===== config.mk =====
export PLATFORM = sky130hd
export DESIGN_NAME = mem_lsu_flat
export DESIGN_NICKNAME = d
export VERILOG_FILES = /design/src/rtl/mem_lsu_if.sv /design/src/rtl/mem_lsu.sv /design/src/flat_wrapper.sv
export SDC_FILE = /design/constraint.sdc
export NUM_CORES = 1
export LEC_CHECK = 0
export ABC_AREA = 0
export BUFFER_PORTS_ARGS = -buffer_cell sky130_fd_sc_hd__buf_2
export CELL_PAD_IN_SITES_DETAIL_PLACEMENT = 0
export CELL_PAD_IN_SITES_GLOBAL_PLACEMENT = 1
export CORE_MARGIN = 2
export CORE_UTILIZATION = 30
export DETAILED_ROUTE_END_ITERATION = 6
export PLACE_DENSITY_LB_ADDON = 0.12
export RECOVER_POWER = 100
export SETUP_SLACK_MARGIN = 0.15
export SYNTH_ARGS = -nofsm -noshare
export SYNTH_HDL_FRONTEND = slang
export SYNTH_SLANG_ARGS = --single-unit

===== constraint.sdc =====
create_clock -name clk -period 1.85 [get_ports clk]
set_clock_uncertainty 0.1 [all_clocks]
set_input_delay 0.0925 -clock clk [delete_from_list [all_inputs] [get_ports clk]]
set_output_delay 0.0925 -clock clk [all_outputs]
set_load 0.02 [all_outputs]

===== src/rtl/mem_lsu_if.sv =====
// Request/response and memory-side bus between the execute stage, the LSU and memory.
// slave is the LSU's view; master is the requester/memory side.
interface mem_lsu_if;
  logic        req_valid;
  logic        req_ready;
  logic        req_we;
  logic [2:0]  req_funct3;
  logic [31:0] req_addr;
  logic [31:0] req_wdata;
  logic        resp_valid;
  logic [31:0] resp_rdata;
  logic        resp_err;
  logic [31:0] mem_addr;
  logic        mem_rstrb;
  logic [31:0] mem_rdata;
  logic [31:0] mem_wdata;
  logic [3:0]  mem_wmask;

  modport slave (
    input  req_valid, req_we, req_funct3, req_addr, req_wdata, mem_rdata,
    output req_ready, resp_valid, resp_rdata, resp_err,
           mem_addr, mem_rstrb, mem_wdata, mem_wmask
  );

  modport master (
    output req_valid, req_we, req_funct3, req_addr, req_wdata, mem_rdata,
    input  req_ready, resp_valid, resp_rdata, resp_err,
           mem_addr, mem_rstrb, mem_wdata, mem_wmask
  );
endinterface


===== src/rtl/mem_lsu.sv =====
// Single-outstanding load/store unit: word-aligned reads, byte-masked writes,
// load alignment/extension and a one-cycle response pulse. All outputs registered.
module mem_lsu #(
  parameter int READ_LATENCY = 1
) (
  input  logic      clk,
  input  logic      resetn,
  mem_lsu_if.slave  bus
);
  localparam int CW = $clog2(READ_LATENCY + 1);

  typedef enum logic [2:0] {IDLE, RD, WT, WR, RSP} state_t;

  state_t        r_state, w_state;
  logic [CW-1:0] r_cnt, w_cnt;
  logic [2:0]    r_f3, w_f3;
  logic [1:0]    r_lane, w_lane;
  logic          r_ready, w_ready;
  logic          r_rvalid, w_rvalid;
  logic          r_err, w_err;
  logic          r_rstrb, w_rstrb;
  logic [31:0]   r_rdata, w_rdata;
  logic [31:0]   r_maddr, w_maddr;
  logic [31:0]   r_wdata, w_wdata;
  logic [3:0]    r_wmask, w_wmask;
  logic          w_illegal;
  logic [31:0]   w_shift;
  logic [7:0]    w_byte;
  logic [15:0]   w_half;

  always_comb begin
    case (bus.req_funct3)
      3'b000:  w_illegal = 1'b0;
      3'b001:  w_illegal = bus.req_addr[0];
      3'b010:  w_illegal = |bus.req_addr[1:0];
      3'b100:  w_illegal = bus.req_we;
      3'b101:  w_illegal = bus.req_we | bus.req_addr[0];
      default: w_illegal = 1'b1;
    endcase
  end

  // Load lane select from the latched byte offset.
  always_comb begin
    w_shift = bus.mem_rdata >> {r_lane, 3'b000};
    w_byte  = w_shift[7:0];
    w_half  = r_lane[1] ? bus.mem_rdata[31:16] : bus.mem_rdata[15:0];
  end

  always_comb begin
    w_state  = r_state;
    w_cnt    = r_cnt;
    w_f3     = r_f3;
    w_lane   = r_lane;
    w_rdata  = r_rdata;
    w_err    = r_err;
    w_maddr  = r_maddr;
    w_wdata  = r_wdata;
    w_rvalid = 1'b0;
    w_rstrb  = 1'b0;
    w_wmask  = 4'b0000;
    case (r_state)
      IDLE: if (bus.req_valid) begin
        w_f3    = bus.req_funct3;
        w_lane  = bus.req_addr[1:0];
        w_rdata = '0;
        w_err   = 1'b0;
        if (w_illegal) begin
          w_state  = RSP;
          w_err    = 1'b1;
          w_rvalid = 1'b1;
        end else begin
          w_maddr = {bus.req_addr[31:2], 2'b00};
          if (bus.req_we) begin
            w_state = WR;
            case (bus.req_funct3[1:0])
              2'b00: begin
                w_wdata = {4{bus.req_wdata[7:0]}};
                w_wmask = 4'b0001 << bus.req_addr[1:0];
              end
              2'b01: begin
                w_wdata = {2{bus.req_wdata[15:0]}};
                w_wmask = bus.req_addr[1] ? 4'b1100 : 4'b0011;
              end
              default: begin
                w_wdata = bus.req_wdata;
                w_wmask = 4'b1111;
              end
            endcase
          end else begin
            w_state = RD;
            w_rstrb = 1'b1;
          end
        end
      end
      RD: begin
        w_state = WT;
        w_cnt   = CW'(READ_LATENCY);
      end
      WT: begin
        w_cnt = r_cnt - CW'(1);
        // Data is valid in the last wait cycle, when the count drops to zero.
        if (r_cnt == CW'(1)) begin
          w_state  = RSP;
          w_rvalid = 1'b1;
          case (r_f3)
            3'b000:  w_rdata = {{24{w_byte[7]}}, w_byte};
            3'b001:  w_rdata = {{16{w_half[15]}}, w_half};
            3'b100:  w_rdata = {24'b0, w_byte};
            3'b101:  w_rdata = {16'b0, w_half};
            default: w_rdata = bus.mem_rdata;
          endcase
        end
      end
      WR: begin
        w_state  = RSP;
        w_rvalid = 1'b1;
      end
      RSP:     w_state = IDLE;
      default: w_state = IDLE;
    endcase
    w_ready = (w_state == IDLE);
  end

  always_ff @(posedge clk or negedge resetn) begin
    if (!resetn) begin
      r_state  <= IDLE;
      r_cnt    <= '0;
      r_f3     <= '0;
      r_lane   <= '0;
      r_ready  <= 1'b1;
      r_rvalid <= 1'b0;
      r_err    <= 1'b0;
      r_rstrb  <= 1'b0;
      r_rdata  <= '0;
      r_maddr  <= '0;
      r_wdata  <= '0;
      r_wmask  <= '0;
    end else begin
      r_state  <= w_state;
      r_cnt    <= w_cnt;
      r_f3     <= w_f3;
      r_lane   <= w_lane;
      r_ready  <= w_ready;
      r_rvalid <= w_rvalid;
      r_err    <= w_err;
      r_rstrb  <= w_rstrb;
      r_rdata  <= w_rdata;
      r_maddr  <= w_maddr;
      r_wdata  <= w_wdata;
      r_wmask  <= w_wmask;
    end
  end

  assign bus.req_ready  = r_ready;
  assign bus.resp_valid = r_rvalid;
  assign bus.resp_rdata = r_rdata;
  assign bus.resp_err   = r_err;
  assign bus.mem_addr   = r_maddr;
  assign bus.mem_rstrb  = r_rstrb;
  assign bus.mem_wdata  = r_wdata;
  assign bus.mem_wmask  = r_wmask;
endmodule


===== src/flat_wrapper.sv =====
// flat-port wrapper written by rule: the top's interface ports become plain ports
module mem_lsu_flat 
#(
  parameter int READ_LATENCY = 1
)
  (clk, resetn, bus_req_valid, bus_req_we, bus_req_funct3, bus_req_addr, bus_req_wdata, bus_mem_rdata, bus_req_ready, bus_resp_valid, bus_resp_rdata, bus_resp_err, bus_mem_addr, bus_mem_rstrb, bus_mem_wdata, bus_mem_wmask);
  mem_lsu_if bus_i ();
  input  logic clk;
  input  logic resetn;
  input wire logic [$bits(bus_i.req_valid)-1:0] bus_req_valid;
  input wire logic [$bits(bus_i.req_we)-1:0] bus_req_we;
  input wire logic [$bits(bus_i.req_funct3)-1:0] bus_req_funct3;
  input wire logic [$bits(bus_i.req_addr)-1:0] bus_req_addr;
  input wire logic [$bits(bus_i.req_wdata)-1:0] bus_req_wdata;
  input wire logic [$bits(bus_i.mem_rdata)-1:0] bus_mem_rdata;
  output wire logic [$bits(bus_i.req_ready)-1:0] bus_req_ready;
  output wire logic [$bits(bus_i.resp_valid)-1:0] bus_resp_valid;
  output wire logic [$bits(bus_i.resp_rdata)-1:0] bus_resp_rdata;
  output wire logic [$bits(bus_i.resp_err)-1:0] bus_resp_err;
  output wire logic [$bits(bus_i.mem_addr)-1:0] bus_mem_addr;
  output wire logic [$bits(bus_i.mem_rstrb)-1:0] bus_mem_rstrb;
  output wire logic [$bits(bus_i.mem_wdata)-1:0] bus_mem_wdata;
  output wire logic [$bits(bus_i.mem_wmask)-1:0] bus_mem_wmask;
  assign bus_i.req_valid = bus_req_valid;
  assign bus_i.req_we = bus_req_we;
  assign bus_i.req_funct3 = bus_req_funct3;
  assign bus_i.req_addr = bus_req_addr;
  assign bus_i.req_wdata = bus_req_wdata;
  assign bus_i.mem_rdata = bus_mem_rdata;
  assign bus_req_ready = bus_i.req_ready;
  assign bus_resp_valid = bus_i.resp_valid;
  assign bus_resp_rdata = bus_i.resp_rdata;
  assign bus_resp_err = bus_i.resp_err;
  assign bus_mem_addr = bus_i.mem_addr;
  assign bus_mem_rstrb = bus_i.mem_rstrb;
  assign bus_mem_wdata = bus_i.mem_wdata;
  assign bus_mem_wmask = bus_i.mem_wmask;
  mem_lsu #(.READ_LATENCY(READ_LATENCY)) u_core (.clk(clk), .resetn(resetn), .bus(bus_i));
endmodule

; Word-level counts from Yosys, hierarchy flattened
; Index checks and enable logic that the tools add are counted.
[totals]
reg_bits = 111
latchBits = 0
ramBits = 0
rom_bits = 0
input_bits = 103
wordCells = 69
n_memories = 0
[classes]
addsub = 1
n_mul = 0
div_mod_pow = 0
magnitude_cmp = 0
n_eq_ne = 13
n_shift = 2
n_mux = 27
bitwise = 2
reduce_logical = 12
[op_table]
columns = operator, count
row1 = 32-bit one-hot mux with 2 select lines, 2
row2 = 32-bit one-hot mux with 4 select lines, 1
row3 = 32-bit two-way mux, 2
row4 = 32-bit by 5-bit >> shifter with 8-bit output, 1
row5 = 4-bit two-way mux, 5
row6 = 16-bit two-way mux, 1
row7 = 3-bit equality test (second input constant), 4
row8 = 3-bit zero test, 4
row9 = 3-bit one-hot mux with 4 select lines, 1
row10 = 3-bit by 1-bit equality test with 1-bit output (second input constant), 3
row11 = 3-bit by 2-bit equality test with 1-bit output (second input constant), 3
row12 = 3-bit two-way mux, 3
row13 = 4-bit one-hot mux with 2 select lines, 1
row14 = 1-bit two-way mux, 7
row15 = 3-bit AND reduction, 2
row16 = 1-bit one-hot mux with 5 select lines, 1
row17 = 4-bit AND reduction, 1
row18 = 2-bit nonzero test, 2
row19 = 1-bit by 2-bit left shift with 4-bit output (first input constant), 1
row20 = 1-bit one-hot mux with 3 select lines, 1
row21 = 2-bit by 1-bit equality test with 1-bit output (second input constant), 1
row22 = 2-bit zero test, 1
row23 = 2-bit two-way mux, 1
row24 = 2-bit by 1-bit inequality test with 1-bit output (second input constant), 1
row25 = 7 further kinds, 7

; Logic depth before layout (Yosys ltp)
[logic_depth]
depth_word = 6
ltp_mapped = 7

; Least setup slack after synthesis
; OpenSTA, ideal clock, no wires.
[synth_path]
path_kind = flip-flop to flip-flop
start = register u_core.r_state[2]
end = register u_core.r_maddr[27], in the netlist u_core.bus.mem_addr[27]
setup_time_ns = 0.128
arrival_time_ns = 1.598
slack_ns = 0.024
path_stages_with_launch = 7
n_path_buf = 3
period_less_slack_ns = 1.826
cell_sequence = dfrtp_1 clkbuf_1 nor4b_4 buf_4 o21ai_2 buf_2 mux2_1
[synth_via]
elab_chain_len = 2
[synth_lines]
columns = element, line_no
row1 = "start, declared", mem_lsu.sv:14  ; state_t r_state, w_state;
row2 = "start signal, assigned", mem_lsu.sv:139  ; r_state <= w_state;
row3 = 3-bit zero test, mem_lsu.sv:61  ; case (r_state)
row4 = 3-bit AND reduction (no source line), --
row5 = "end signal, assigned", mem_lsu.sv:148  ; r_maddr <= w_maddr;
row6 = "end, declared", mem_lsu.sv:23  ; logic [31:0] r_maddr, w_maddr;
; Every way passes these cells.
; A chain may end at the register's enable or synchronous reset.

; Final worst setup path
[layout_path]
start = register u_core.r_state[2]
end = register u_core.r_f3[0]
[layout_via]
elab_chain_len = 2
[layout_lines]
columns = element, line_no
row1 = 3-bit zero test, mem_lsu.sv:61
row2 = 2-bit AND reduction (no source line), --
row3 = "end signal, assigned", mem_lsu.sv:141  ; r_f3 <= w_f3;
row4 = "end, declared", mem_lsu.sv:16  ; logic [2:0] r_f3, w_f3;
; Every way passes these cells.

==> out/qor.txt <==
Status: completed
DRT Pass-1 Iters: 4
Worst Path Max Fanout: 6
Fmax: 0.561 GHz
Layout net count: 851
DP HPWL: 10500 µm
Filler cells: 1661
RSZ-0062 raised after global routing: true
Syn Area/Cell: 11.8 µm²
Fin crit period: 1.78 ns
CTS clk-pin slew, worst paths: 0.07 ns
Critical path buffer and inverter count: 2
Final core occ: 0.474
Max IR drop VDD: 728 µV
IO Pins: 207
Final Max Tran Viols: 0
Worst Hold Class: in -> reg
Routed len/inst: 16.5 µm
DR vias: 4526
Mapped Area: 0.00497 mm²
Antenna fix cells: 0
CP Launch Type: flop
Slowest cell on crit path: dfrtp_1
Setup Crit Path Kind: reg -> reg
Full die area: 0.0176 mm²
Site Rows: 47
First-pass GRT wire length: 24500 µm
Core Footprint: 0.0164 mm²
Detail Route Antenna Nets: 0
Initial Utilization: 0.303
Placed cell area: 0.00648 mm²
Total Neg Setup Slack: 0 ns
DRC viols: 0
Final Setup Violations: 0
Share of layout cells above drive strength 1: 0.349
Synthesis-stage register bit count: 111
Initial antenna violation count: 0
Initial DRC Count: 153
Fin. Hold Viols: 0
Max cap viols: 0
Worst hold slack: 0.0157 ns
PD cells: 1450 mW/mm²
Via density: 4.65
Routed wire length: 16100 µm
Root Buffer: clkbuf_16
Die width: 133 µm
Register area share after synthesis: 0.559
GR Overflow Total: 0
CTS tree: done
Cells along the critical path: nor4b_4, buf_6, clkbuf_2, mux2_4
Req. time, crit path: 1.99 ns
EDFF count, synth: 0
Max Root-Sink Buffers: 2
Leak: 0.00357 µW
GPL Wtd Cong: 0.782
TritonCTS Sinks: 111
CTS H-Tree Depth: 3
Largest net degree at the start of global routing: 33
GRT Resource Usage Total: 0.179
Clk Latency, worst-skew pair: 0.35 ns
Area added between synthesis and finish: 56.6%
Least-Margin Pin Slew: 1.11 ns
IO Port Bufs: 204
Vias in the first global route: 4617
Total number of yosys warnings: 0
Final instance area: 0.00778 mm²
Crit share post-route: 0.963
Arr. time, crit path: 1.92 ns
Asr flop ratio synth: 1.00
Sequential standard cell area: 0.00278 mm²
Critical path's top delay family: buffers and inverters
Synth cell types: 42
CP Capture Type: flop
Area occupied by multi-input gates: 0.00226 mm²
Max incr delay on CP: 0.42 ns
Worst slew margin: 0.263
Die span in y: 133 µm
CTS Buf Count: 9
Ys flop type: dfrtp_1
Cells after synthesis: 422
[worst paths after layout]
check,start,end,slack (ns),cells after the start
worst min-delay path,bus_req_wdata[14],u_core.bus.mem_wdata[14],0.02,3
min in group asynchronous,resetn,u_core.bus.mem_wmask[2],0.28,2
worst max register to register,u_core.r_state[2],u_core.r_f3[0],0.07,4
max in group asynchronous,resetn,u_core.bus.req_ready,0.37,3
worst min register to register,u_core.bus.resp_rdata[4],u_core.bus.resp_rdata[4],0.38,2
worst max-delay path,u_core.r_state[2],u_core.r_f3[0],0.07,4
[layer usage]
metal	global-route usage	vias to the layer above	part of all wire
met3	0.0368	20	0.052
met5	0	-	0
met2	0.299	142	0.49
met4	0.0705	0	0.019
li1	-	2185	-
met1	0.227	2179	0.44
[report_power, final]
part | switching [µW] | internal (µW)
combinational | 3140 | 2040
sequential | 673 | 3490
clock | 893 | 1030
[repair_timing]
item | 4_1_cts | 5_1_grt
hold buffers | 89 | 0
cloned | 5 | 4
hold endpoints to repair | 170 | 0
setup endpoints to repair | 94 | 100
buffers inserted | 3 | 1
resized for setup | 9 | 72
pin swaps | 3 | 23
[flip-flops by register name, summed over array words and instances, names as in the netlist]
name and flops:
u_core.bus.mem_addr 30, u_core.bus.mem_rstrb 1, u_core.bus.mem_wdata 32, u_core.bus.mem_wmask 4, u_core.bus.req_ready 1, u_core.bus.resp_err 1, u_core.bus.resp_rdata 32, u_core.bus.resp_valid 1
u_core.r_cnt 1, u_core.r_f3 3, u_core.r_lane 2, u_core.r_state 3
[metrics by stage]
step                setup slack, ns  total power (µW)  std cells
floorplan                    0.0490              7220        423
global placement            -0.0994              9060        855
detailed placement           -0.197              9110        855
CTS                          0.0775             11400        968
global route                0.00995             12000        973
finish                       0.0689             11300        973
[cells by family after synthesis]
group	Yosys count	share of synthesized area
AOI/OAI and AO/OA	105	0.150
other	1	0.000755
muxes	76	0.169
buffers and inverters	43	0.0401
DFF	111	0.559
and+or+nand+nor	86	0.0811
[area by class of cell]
type / count / share of cell area
clock buffer: 12 / 0.0343
clock inverter: 4 / 0.00354
timing repair buffer: 337 / 0.272
tap: 220 / 0.0354
multi-input combinational: 276 / 0.291
inverter: 13 / 0.00627
sequential: 111 / 0.358
[cell usage in the layout (no fill, tap or decap), types with 6 or more instances in the layout]
cell type and count:
clkbuf_1 109, dfrtp_1 108, buf_2 100, dlygate4sd3_1 89
mux2_2 44, nand2_1 31, mux2i_1 26, nor2_1 24
o21ai_0 24, buf_4 23, a21oi_1 13, inv_1 13
nand2_2 11, a221o_2 10, clkbuf_16 9, clkbuf_2 9
o31ai_1 8, o21ai_1 8, o22ai_1 7, a21o_1 7
a221o_1 6
[cells in the mapped netlist, types with 2 or more instances]
| cell | count | area share |
|---|---|---|
| dfrtp_1 | 110 | 0.55 |
| mux2_2 | 47 | 0.11 |
| nand2_1 | 43 | 0.032 |
| o21ai_0 | 36 | 0.036 |
| mux2i_1 | 26 | 0.052 |
| nor2_1 | 25 | 0.019 |
| a21oi_1 | 17 | 0.017 |
| clkbuf_1 | 14 | 0.011 |
| inv_1 | 13 | 0.0098 |
| a221o_2 | 10 | 0.023 |
| buf_2 | 9 | 0.0091 |
| o31ai_1 | 8 | 0.012 |
| a21o_1 | 7 | 0.011 |
| a221oi_1 | 7 | 0.012 |
| o22ai_1 | 7 | 0.0088 |
| a221o_1 | 6 | 0.012 |
| buf_4 | 5 | 0.0076 |
| nand2b_1 | 5 | 0.0063 |
| mux2_1 | 2 | 0.0045 |
| nand3_1 | 2 | 0.0020 |
| nor3_1 | 2 | 0.0020 |
[worst register-to-register path: stages (launching register included)]
cell,delay (ns)
dfrtp_1,0.42
nor4b_4,0.39
buf_6,0.22
clkbuf_2,0.23
mux2_4,0.32
No activity file was read; power rests on OpenSTA's default activity.
